<file path="config.mk">
export PLATFORM = sky130hd
export DESIGN_NAME = fp_minmax_scan
export DESIGN_NICKNAME = d
export VERILOG_FILES = /design/src/rtl/fp_minmax_scan.sv
export SDC_FILE = /design/constraint.sdc
export NUM_CORES = 1
export LEC_CHECK = 0
export ABC_AREA = 1
export CAP_MARGIN = 0
export CORE_ASPECT_RATIO = 0.6
export CORE_UTILIZATION = 40
export DETAILED_ROUTE_END_ITERATION = 10
export SLEW_MARGIN = 20
export SYNTH_ARGS = -nofsm -noshare
export SYNTH_HDL_FRONTEND = slang
export SYNTH_SLANG_ARGS = --single-unit
export TNS_END_PERCENT = 50
</file>
<file path="constraint.sdc">
create_clock -name clk -period 10.91 [get_ports clk]
set_clock_uncertainty 0.1 [all_clocks]
set_input_delay 2.182 -clock clk [delete_from_list [all_inputs] [get_ports clk]]
set_output_delay 2.182 -clock clk [all_outputs]
set_load 0.03 [all_outputs]
</file>
<file path="src/rtl/fp_minmax_scan.sv">
`default_nettype none
// ============================================================================
//  Module      : fp_minmax_scan
//  Description : Framed binary32 stream scanner. Tracks the running minimum
//                and maximum, and the index of each, under a sign-magnitude
//                ordering. Emits one result record per frame on valid/ready.
//  Option      : define FP_NAN_CHECK_EN to exclude NaN words from min/max
//                and report them on out_nan_seen.
//  Revision    : 1.0  initial release
// ============================================================================
module fp_minmax_scan #(
    parameter int IDX_W = 8
) (
    input  logic             clk,
    input  logic             rst,
    input  logic             in_valid,
    output logic             in_ready,
    input  logic [31:0]      in_data,
    input  logic             in_last,
    output logic             out_valid,
    input  logic             out_ready,
    output logic [31:0]      out_min,
    output logic [31:0]      out_max,
    output logic [IDX_W-1:0] out_min_idx,
    output logic [IDX_W-1:0] out_max_idx,
    output logic [IDX_W-1:0] out_count,
    output logic             out_nan_seen
);

    typedef enum logic [1:0] {
        S_IDLE = 2'd0,
        S_CMP  = 2'd1,
        S_DONE = 2'd2
    } state_t;

    localparam logic [IDX_W-1:0] c_CNT_MAX = {IDX_W{1'b1}};
    localparam logic [IDX_W-1:0] c_ONE     = {{(IDX_W-1){1'b0}}, 1'b1};
    localparam logic [31:0]      c_QNAN    = 32'h7FC0_0000;

    state_t           r_state;
    state_t           w_next;
    logic [31:0]      r_word;
    logic             r_last;
    logic             r_have;
    logic [31:0]      r_min;
    logic [31:0]      r_max;
    logic [IDX_W-1:0] r_min_idx;
    logic [IDX_W-1:0] r_max_idx;
    logic [IDX_W-1:0] r_count;
    logic             r_nan_seen;
    logic             w_is_nan;
    logic             w_lt_min;
    logic             w_gt_max;

    // a < b under sign-magnitude order; +0 and -0 compare equal
    function automatic logic f_lt(input logic [31:0] a, input logic [31:0] b);
        logic r;
        r = 1'b0;
        if ((a[30:0] == 31'd0) && (b[30:0] == 31'd0)) begin
            r = 1'b0;
        end else if (a == b) begin
            r = 1'b0;
        end else if (a[31] != b[31]) begin
            r = a[31];
        end else if (!a[31]) begin
            r = (a[30:0] < b[30:0]);
        end else begin
            r = (a[30:0] > b[30:0]);
        end
        return r;
    endfunction

`ifdef FP_NAN_CHECK_EN
    assign w_is_nan = (&r_word[30:23]) && (|r_word[22:0]);
`else
    assign w_is_nan = 1'b0;
`endif

    assign w_lt_min = f_lt(r_word, r_min);
    assign w_gt_max = f_lt(r_max, r_word);

    // State register
    always_ff @(posedge clk or posedge rst) begin
        if (rst) begin
            r_state <= S_IDLE;
        end else begin
            r_state <= w_next;
        end
    end

    // Next-state and handshake outputs
    always_comb begin
        w_next    = r_state;
        in_ready  = 1'b0;
        out_valid = 1'b0;
        case (r_state)
            S_IDLE: begin
                in_ready = 1'b1;
                if (in_valid) begin
                    w_next = S_CMP;
                end
            end
            S_CMP: begin
                w_next = r_last ? S_DONE : S_IDLE;
            end
            S_DONE: begin
                out_valid = 1'b1;
                if (out_ready) begin
                    w_next = S_IDLE;
                end
            end
            default: begin
                w_next = S_IDLE;
            end
        endcase
    end

    // Operand capture, compare/update, and frame clear on result acceptance
    always_ff @(posedge clk or posedge rst) begin
        if (rst) begin
            r_word     <= '0;
            r_last     <= 1'b0;
            r_have     <= 1'b0;
            r_min      <= '0;
            r_max      <= '0;
            r_min_idx  <= '0;
            r_max_idx  <= '0;
            r_count    <= '0;
            r_nan_seen <= 1'b0;
        end else begin
            case (r_state)
                S_IDLE: begin
                    if (in_valid) begin
                        r_word <= in_data;
                        r_last <= in_last;
                    end
                end
                S_CMP: begin
                    // Index of this word is the count before increment
                    if (r_count != c_CNT_MAX) begin
                        r_count <= r_count + c_ONE;
                    end
                    if (w_is_nan) begin
                        r_nan_seen <= 1'b1;
                        // Canonical quiet NaN until a non-NaN word arrives
                        if (!r_have) begin
                            r_min     <= c_QNAN;
                            r_max     <= c_QNAN;
                            r_min_idx <= '0;
                            r_max_idx <= '0;
                        end
                    end else if (!r_have) begin
                        r_have    <= 1'b1;
                        r_min     <= r_word;
                        r_max     <= r_word;
                        r_min_idx <= r_count;
                        r_max_idx <= r_count;
                    end else begin
                        if (w_lt_min) begin
                            r_min     <= r_word;
                            r_min_idx <= r_count;
                        end
                        if (w_gt_max) begin
                            r_max     <= r_word;
                            r_max_idx <= r_count;
                        end
                    end
                end
                S_DONE: begin
                    if (out_ready) begin
                        r_word     <= '0;
                        r_last     <= 1'b0;
                        r_have     <= 1'b0;
                        r_min      <= '0;
                        r_max      <= '0;
                        r_min_idx  <= '0;
                        r_max_idx  <= '0;
                        r_count    <= '0;
                        r_nan_seen <= 1'b0;
                    end
                end
                default: begin
                    r_last <= 1'b0;
                end
            endcase
        end
    end

    assign out_min      = r_min;
    assign out_max      = r_max;
    assign out_min_idx  = r_min_idx;
    assign out_max_idx  = r_max_idx;
    assign out_count    = r_count;
    assign out_nan_seen = r_nan_seen;

endmodule
`default_nettype wire

</file>
* Word-level counts from Yosys, hierarchy flattened *
Cells that the tools add are included.

operators by class
  add/subtract/negate cells = 1
  order comparisons = 4
  equal/unequal tests = 12
  multiplexer cells = 36
  bitwise gates (word level) = 1
  reduce and logical (&&, ||, !) cells = 15

operator list
  operator                                                               count
  32-bit 2-to-1 mux                                                      6
  32-bit case mux with 2 select lines                                    3
  31-bit zero test                                                       3
  32-bit equality test                                                   2
  31-bit greater-than comparator                                         2
  31-bit less-than comparator                                            2
  8-bit 2-to-1 mux                                                       6
  8-bit case mux with 2 select lines                                     3
  3-bit AND reduction                                                    5
  1-bit 2-to-1 mux                                                       12
  8-bit by 1-bit adder with 8-bit output, second input constant          1
  8-bit inequality test, second input constant                           1
  2-bit 2-to-1 mux                                                       3
  2-bit inequality test, second input constant                           3
  3-bit inequality test, second input constant                           2
  2-bit case mux with 3 select lines                                     1
  2-bit AND reduction                                                    2
  2-bit nonzero test                                                     2
  1-bit case mux with 3 select lines                                     1
  2-bit by 1-bit equality test with 1-bit output, second input constant  1
  2-bit equality test, second input constant                             1
  1-bit logical AND                                                      2
  2-bit zero test                                                        1
  1-bit inequality test                                                  2
  2 further kinds                                                        2

word-level totals
  register bits = 124
  input bits = 37
  output and inout port bits = 91
  word-level logic and storage cells = 78

* Longest topological paths before layout *
Gate-level depths: netlist of run 1.

  depth after elaboration = 8
  mapped depth = 19
  gate-level depth less buffers = 18

* Least setup slack after synthesis of run 1 *
OpenSTA, ideal clock, no wires.

  path type = flip-flop to output port
  start point = reg r_state[0]
  end point = out out_valid
  arrival = 1067 ps
  required time = 8628 ps
  slack = 7561 ps
  cell stages (with the launch flop) = 3
  path buffers = 1
  path through = dfrtp_1 nor2_4 clkbuf_1

on the way
  word-level cells in the longest chain between the ends = 2

ends and longest elaborated chain
  what                    line  text
  start, declared         40    state_t r_state;
  start signal, assigned  87    r_state <= w_next;
  2-bit equality test     96    case (r_state)
  1-bit 2-to-1 mux        96
  end, declared           20    output logic out_valid,

No other way between the ends.

* Worst setup path in the final report of run 1 *
  start point = in out_ready
  end point = reg r_max[26] (netlist: out_max[26])

on the way
  word-level cells in the longest chain between the ends = 2

ends and longest elaborated chain
  what                                    line  text
  start, declared                         21    input logic out_ready,
  2-bit inequality test (no source line)  --
  3-bit AND reduction (no source line)    --
  end signal, assigned                    148   r_max <= c_QNAN;
  end signal, assigned                    155   r_max <= r_word;
  end signal, assigned                    164   r_max <= r_word;
  end, declared                           46    logic [31:0] r_max;

No other way between the ends.
A chain may end at the register's enable or synchronous reset.

==> impl_metrics.env, run 1 <==
export IMPL_status="finished, final reports clean"
export IMPL_max_stage_delay_ns=0.75
export IMPL_antenna_found_initial=0
export IMPL_gp_congestion=0.840
export IMPL_synthAdderAreaFrac=0.111
export IMPL_drc=0
export IMPL_synth_cell_type_count=29
export IMPL_rsz0062_at_grt="false"
export IMPL_final_hold_violation_count=0
export IMPL_synth_area_per_cell_um2=7.70
export IMPL_start_util=0.411
export IMPL_core_area_um2=17300
export IMPL_routed_via_density=5.08
export IMPL_synthMuxAreaShare=0
export IMPL_numPortBuffers=126
export IMPL_worst_setup_path_end_kind="flop"
export IMPL_grt_ovfl_total=0
export IMPL_yosysSeqAreaShare=0.437
export IMPL_maxCapViolCount=0
export IMPL_fmax_ghz=0.215
export IMPL_vdd_ir_drop_max_v=0.000139
export IMPL_r2r_start="r_state[0]$_DFFE_PP0P_"
export IMPL_grt_usage=0.238
export IMPL_finalSetupViolCount=0
export IMPL_hp_class="flop to flop"
export IMPL_grt_max_degree=83
export IMPL_first_global_vias=5917
export IMPL_netlist_area_um2=7100
export IMPL_power_density_nw_per_um2=338
export IMPL_required_ns=11.11
export IMPL_cts_sinks=124
export IMPL_die_w_um=174
export IMPL_synth_seq_cells=124
export IMPL_path_cells="clkdlybuf4s50_1, inv_1, nor2_4, inv_1, nand2_2, buf_4, nand2_2, nand2_1, nand2_1"
export IMPL_yosys_area_share_simple=0.309
export IMPL_cts_tree="yes"
export IMPL_syn_inst=922
export IMPL_dp_slack_ns=5.88
export IMPL_area_delta_synth_final_pct=28.3
export IMPL_cp_max_fo=82
export IMPL_drive_gt1_frac=0.0467
export IMPL_synth_xor_area_frac=0.00123
export IMPL_drt_total_wl_um=20800
export IMPL_io_pin_count=128
export IMPL_h_tree_depth=4
export IMPL_worstSetupPathType="input port to flop"
export IMPL_cts_resized=0
export IMPL_clkLatencyLatePin_ns=0.42
export IMPL_dp_hpwl_um=14600
export IMPL_finalSetupTns_ns=0
export IMPL_synth_nets=1022
export IMPL_tightest_slew_ns=0.897
export IMPL_power_leakage_nw=4.63
export IMPL_hold_buffers=0
export IMPL_antennaDiodeCount=0
export IMPL_startpoint="out_ready"
export IMPL_setup_slack_ns=6.27
export IMPL_fin_crit_ns=4.64
export IMPL_wl_per_cell_um=16.2
export IMPL_cts_setup_buffers=0
export IMPL_yosysWarnings=0
export IMPL_synth_top_family_by_area="simple AND/OR/NAND/NOR gates"
export IMPL_worst_path_max_delay_cell="nand2_2"
export IMPL_grt_pass1_wl_um=33400
export IMPL_first_pass_iters=6
export IMPL_drt_initial_drc_count=578
export IMPL_clock_path_buffers=2
export IMPL_die_h_um=105
export IMPL_cp_arrival_ns=4.84
export IMPL_ant_nets=0
export IMPL_max_slew_margin=0.400
export IMPL_timing_final_crit_share=0.426
export IMPL_hold_path_startpoint="out_max_idx[0]$_DFFE_PP0P_"
export IMPL_dieArea_um2=18300
export IMPL_cts_made_buffers=17
export IMPL_finalMaxSlewViolations=0
export IMPL_crit_family="buffers and inverters"
export IMPL_vias=6517
export IMPL_cts_root_buf="clkbuf_16"
export IMPL_row_count=37
export IMPL_nNetsFinal=1137
export IMPL_path_buf_inv=4
export IMPL_synth_compound_area_share=0.0497
export IMPL_path_clk_slew_ns=0.06
export IMPL_start_kind="input port"
[power breakdown]
group          total (mW)  leakage [nW]  switching, mW  internal (mW)
clock network       0.618         0.306          0.231          0.387
registers           0.858          1.59          0.213          0.645
logic                1.60          2.73           1.02          0.579
[routing by layer]
layer,share of wire,GRT usage,vias to the layer above
li1,-,-,3193
met1,0.54,0.397,3070
met2,0.38,0.300,240
met3,0.070,0.0519,14
met4,0.0069,0.0470,0
met5,0,0,-
[cells in the final DEF, fill, tap and decap left out, types with 2 or more instances in the layout]
cell type | synthesis | final
nand4_1 | 9 | 9
clkbuf_16 | 0 | 17
nor3b_1 | 2 | 2
nor3_1 | 10 | 10
nand3_1 | 95 | 95
bufinv_16 | 0 | 4
o21ai_0 | 40 | 40
nor2_1 | 65 | 65
buf_4 | 5 | 5
a21oi_1 | 23 | 23
clkinv_4 | 0 | 2
a21o_1 | 4 | 4
ha_1 | 63 | 63
nor2_4 | 2 | 2
nor4_1 | 21 | 21
inv_2 | 2 | 2
clkdlybuf4s50_1 | 0 | 126
dfrtp_1 | 124 | 124
clkinvlp_4 | 0 | 2
nand2_1 | 304 | 303
nand2_2 | 3 | 4
inv_6 | 0 | 6
inv_1 | 112 | 111
[cell type report]
cell class              instances  area (µm²)
fillers                      1664        8150
repair buffers                131        1300
well taps                     234         293
multi-input cells             649        3350
flip-flops and latches        124        3100
clock buffers                  17         425
inverters                     114         430
clock inverters                15         210
[synth_stat cells, drive strengths merged]
cell	number	area, µm²
a21o	4	30.0
a21oi	23	115
and2	1	6.26
buf	22	171
clkbuf	13	48.8
conb	1	3.75
dfrtp	124	3100
ha	63	788
inv	114	428
nand2	308	1170
nand3	95	475
nand3b	1	7.51
nand4	9	56.3
nor2	68	273
nor3	10	50.1
nor3b	3	27.5
nor4	21	131
o21a	1	7.51
o21ai	40	200
xor2	1	8.76
[path summary, 6_finish.rpt]
check	end	cells past startpoint	slack (ns)
worst max-delay path	out_max[26]$_DFFE_PP0P_	9	6.27
min in group asynchronous	r_word[3]$_DFFE_PP0P_	2	2.15
worst min register to register	out_max_idx[0]$_DFFE_PP0P_	2	0.37
worst min-delay path	out_max_idx[0]$_DFFE_PP0P_	2	0.37
max in group asynchronous	r_word[25]$_DFFE_PP0P_	3	7.21
worst max register to register	out_max[26]$_DFFE_PP0P_	10	7.42
[per-stage QoR]
step	util	cell area, µm²	cells	power [mW]	hold slack (ns)
final	0.528	9110	1284	3.08	0.374
after detailed placement	0.491	8480	1252	2.45	0.364
after global routing	0.528	9110	1284	3.33	0.395
after CTS	0.528	9110	1284	3.08	0.379
after global placement	0.491	8480	1252	2.43	0.361
after floorplan	-	7100	922	1.91	0.368
[flip-flops by register name, summed over array words and instances, names as in the netlist]
| name | cells |
|---|---|
| out_max | 32 |
| out_min | 32 |
| r_word | 32 |
| out_count | 8 |
| out_max_idx | 8 |
| out_min_idx | 8 |
| r_state | 2 |
| r_have | 1 |
| r_last | 1 |
[cells by family after synthesis]
group | Yosys count
compound gates | 68
xor+xnor | 1
fa+ha+maj | 63
buf+inv | 149
flops | 124
other cells | 1
simple gates | 516
[worst register-to-register path, stage by stage, from the launching register on]
cell and delay, ns:
dfrtp_1 0.44, nor2_4 0.12, buf_4 0.45, inv_2 0.13, nor2_4 0.16, inv_1 0.14
nand2_2 0.07, buf_4 0.65, nand2_2 0.79, nand2_1 0.26, nand2_1 0.07
Power figures use the tool's default switching activity.
==> run 2: changes to the inputs <==
--- a/config.mk
+++ b/config.mk
@@ -10,6 +10,7 @@
 export CORE_ASPECT_RATIO = 0.6
 export CORE_UTILIZATION = 40
 export DETAILED_ROUTE_END_ITERATION = 10
+export PLACE_DENSITY = 0.66
 export SLEW_MARGIN = 20
 export SYNTH_ARGS = -nofsm -noshare
 export SYNTH_HDL_FRONTEND = slang
==> constraint.sdc (replaced) <==
create_clock -name clk -period 4.01 [get_ports clk]
set_clock_uncertainty 0.1 [all_clocks]
set_input_delay 0.802 -clock clk [delete_from_list [all_inputs] [get_ports clk]]
set_output_delay 0.802 -clock clk [all_outputs]
set_load 0.03 [all_outputs]
==> run 2 against run 1 <==
Via count up 0.92%. First-iteration DRC count up 15%. Core utilization up 0.51 points. Global-route usage up 0.51 points. Die area unchanged. Non-clock buffer count up 5. Final area up 0.97%. Sequential cell count unchanged. Hold slack better by 0.00085 ns. Critical path type is now flop to flop. Largest power group unchanged.
==> impl_metrics.env, run 2 (synthesis results as in run 1) <==
export IMPL_h_tree_depth=4
export IMPL_critPathCapture="out_max[8]$_DFFE_PP0P_"
export IMPL_worst_path_max_delay_cell="dfrtp_1"
export IMPL_crit_path_frequent_cell="nand2_1"
export IMPL_power_leakage_nw=4.67
export IMPL_worstSetupPathType="flop to flop"
export IMPL_first_pass_iters=5
export IMPL_start_util=0.411
export IMPL_grt_max_degree=63
export IMPL_vdd_ir_drop_max_v=0.000387
export IMPL_fin_area_um2=9200
export IMPL_numPortBuffers=126
export IMPL_cts_setup_buffers=0
export IMPL_cts_root_buf="clkbuf_16"
export IMPL_finalMaxSlewViolations=0
export IMPL_max_slew_margin=0.501
export IMPL_core_area_um2=17300
export IMPL_cts_made_buffers=17
export IMPL_vias=6577
export IMPL_path_cells="inv_1, ha_1, nand2_1, nor2_1, nand2_1, nor2_1, nand2_1, nand2_1, nand2_1, nand3_1, nand2_1, nand3_1, nand2_1, nand2_2, buf_4, nand2_1, nand2_1"
export IMPL_setup_slack_ns=0.980
export IMPL_fin_crit_ns=3.03
export IMPL_clock_path_buffers=2
export IMPL_final_util=0.533
export IMPL_drt_initial_drc_count=666
export IMPL_area_delta_synth_final_pct=29.6
export IMPL_timing_final_crit_share=0.755
export IMPL_die_w_um=174
export IMPL_dp_slack_ns=1.11
export IMPL_maxCapViolCount=0
export IMPL_antenna_found_initial=0
export IMPL_whs_ns=0.375
export IMPL_path_clk_slew_ns=0.06
export IMPL_final_common_cell="nand2_1"
export IMPL_dieArea_um2=18300
export IMPL_fmax_ghz=0.330
export IMPL_grt_usage=0.243
export IMPL_die_h_um=105
export IMPL_place_inst=1257
export IMPL_io_pin_count=128
export IMPL_r2r_start="r_word[14]$_DFFE_PP0P_"
export IMPL_tightest_slew_ns=0.747
export IMPL_finalSetupTns_ns=0
export IMPL_first_global_vias=6195
export IMPL_clkLatencyLatePin_ns=0.42
export IMPL_power_density_nw_per_um2=927
export IMPL_mostFrequentLayoutCells="nand2_1, clkdlybuf4s50_1, dfrtp_1"
export IMPL_timing_rr_end="out_max[8]$_DFFE_PP0P_"
export IMPL_finalSetupViolCount=0
export IMPL_cts_sinks=124
export IMPL_startpoint="r_word[14]$_DFFE_PP0P_"
export IMPL_gp_congestion=0.908
export IMPL_hold_buffers=0
export IMPL_worst_setup_path_end_kind="flop"
export IMPL_ant_nets=0
export IMPL_drc=0
export IMPL_crit_cells=17
export IMPL_fillers=1600
export IMPL_crit_family="simple AND/OR/NAND/NOR gates"
export IMPL_drive_gt1_frac=0.0474
export IMPL_final_cells=1288
export IMPL_required_ns=4.27
export IMPL_antennaDiodeCount=0
export IMPL_cp_arrival_ns=3.28
export IMPL_wl_per_cell_um=16.4
export IMPL_nNetsFinal=1142
export IMPL_grt_pass1_wl_um=34100
export IMPL_finalPower_mw=8.53
export IMPL_final_hold_violation_count=0
export IMPL_rsz0062_at_grt="false"
export IMPL_place_area_um2=8540
export IMPL_cts_tree="yes"
export IMPL_path_buf_inv=2
export IMPL_hp_class="flop to flop"
export IMPL_routed_via_density=5.11
export IMPL_r2r_cells=17
export IMPL_grt_ovfl_total=0
export IMPL_cp_max_fo=23
export IMPL_cts_resized=0
export IMPL_status="finished, final reports clean"
export IMPL_row_count=37
export IMPL_max_stage_delay_ns=0.40
export IMPL_rrSetupSlack_ns=0.98
export IMPL_start_kind="flop"
export IMPL_dp_hpwl_um=15200
export IMPL_drt_total_wl_um=21100
-- run 2: cell types whose count changed in the layout (fill, tap and decap cells not counted), moves of 2 or more --
cell	before	now
inv_6	6	0
buf_4	5	8
buf_12	0	2
bufinv_16	4	6
clkbuf_1	0	2
-- run 2: report_power, final --
group	total [mW]	switching, mW	internal, mW
sequential	2.35	0.593	1.75
combinational	4.43	2.82	1.60
clock	1.75	0.575	1.18
total	8.53	3.99	4.54
-- run 2: how the worst min path moves through the flow --
stage	cells past startpoint	slack, ns	to	start
after global routing	2	0.40	out_min_idx[3]$_DFFE_PP0P_	out_min_idx[3]$_DFFE_PP0P_
after CTS	2	0.38	out_min_idx[3]$_DFFE_PP0P_	out_min_idx[3]$_DFFE_PP0P_
after detailed placement	2	0.36	out_min_idx[3]$_DFFE_PP0P_	out_min_idx[3]$_DFFE_PP0P_
final	2	0.37	out_max_idx[4]$_DFFE_PP0P_	out_max_idx[4]$_DFFE_PP0P_
after floorplan	2	0.37	r_have$_DFFE_PP0P_	r_have$_DFFE_PP0P_
after global placement	2	0.36	out_min_idx[6]$_DFFE_PP0P_	out_min_idx[6]$_DFFE_PP0P_
-- run 2: per-layer routing --
layer	routed length, µm	vias to the layer above	share of wire	GRT usage
li1	-	3203	-	-
met1	10900	3080	0.52	0.384
met2	8040	275	0.38	0.317
met3	1990	19	0.095	0.0732
met4	175	0	0.0083	0.0508
met5	0	-	0	0
-- run 2: tightest hold or removal path: cells and delay by family (launching register included) --
family           cells  cell delay, ns
flip-flops           1            0.34
AND/OR/NAND/NOR      2            0.11
-- run 2: area by class of cell --
cell class                 count  area (µm²)  share of cell area
timing repair buffer         136        1360               0.148
clock buffer                  20         447              0.0485
sequential                   124        3100               0.337
tap                          234         293              0.0318
clock inverter                11         216              0.0235
multi-input combinational    649        3350               0.364
inverter                     114         432              0.0469
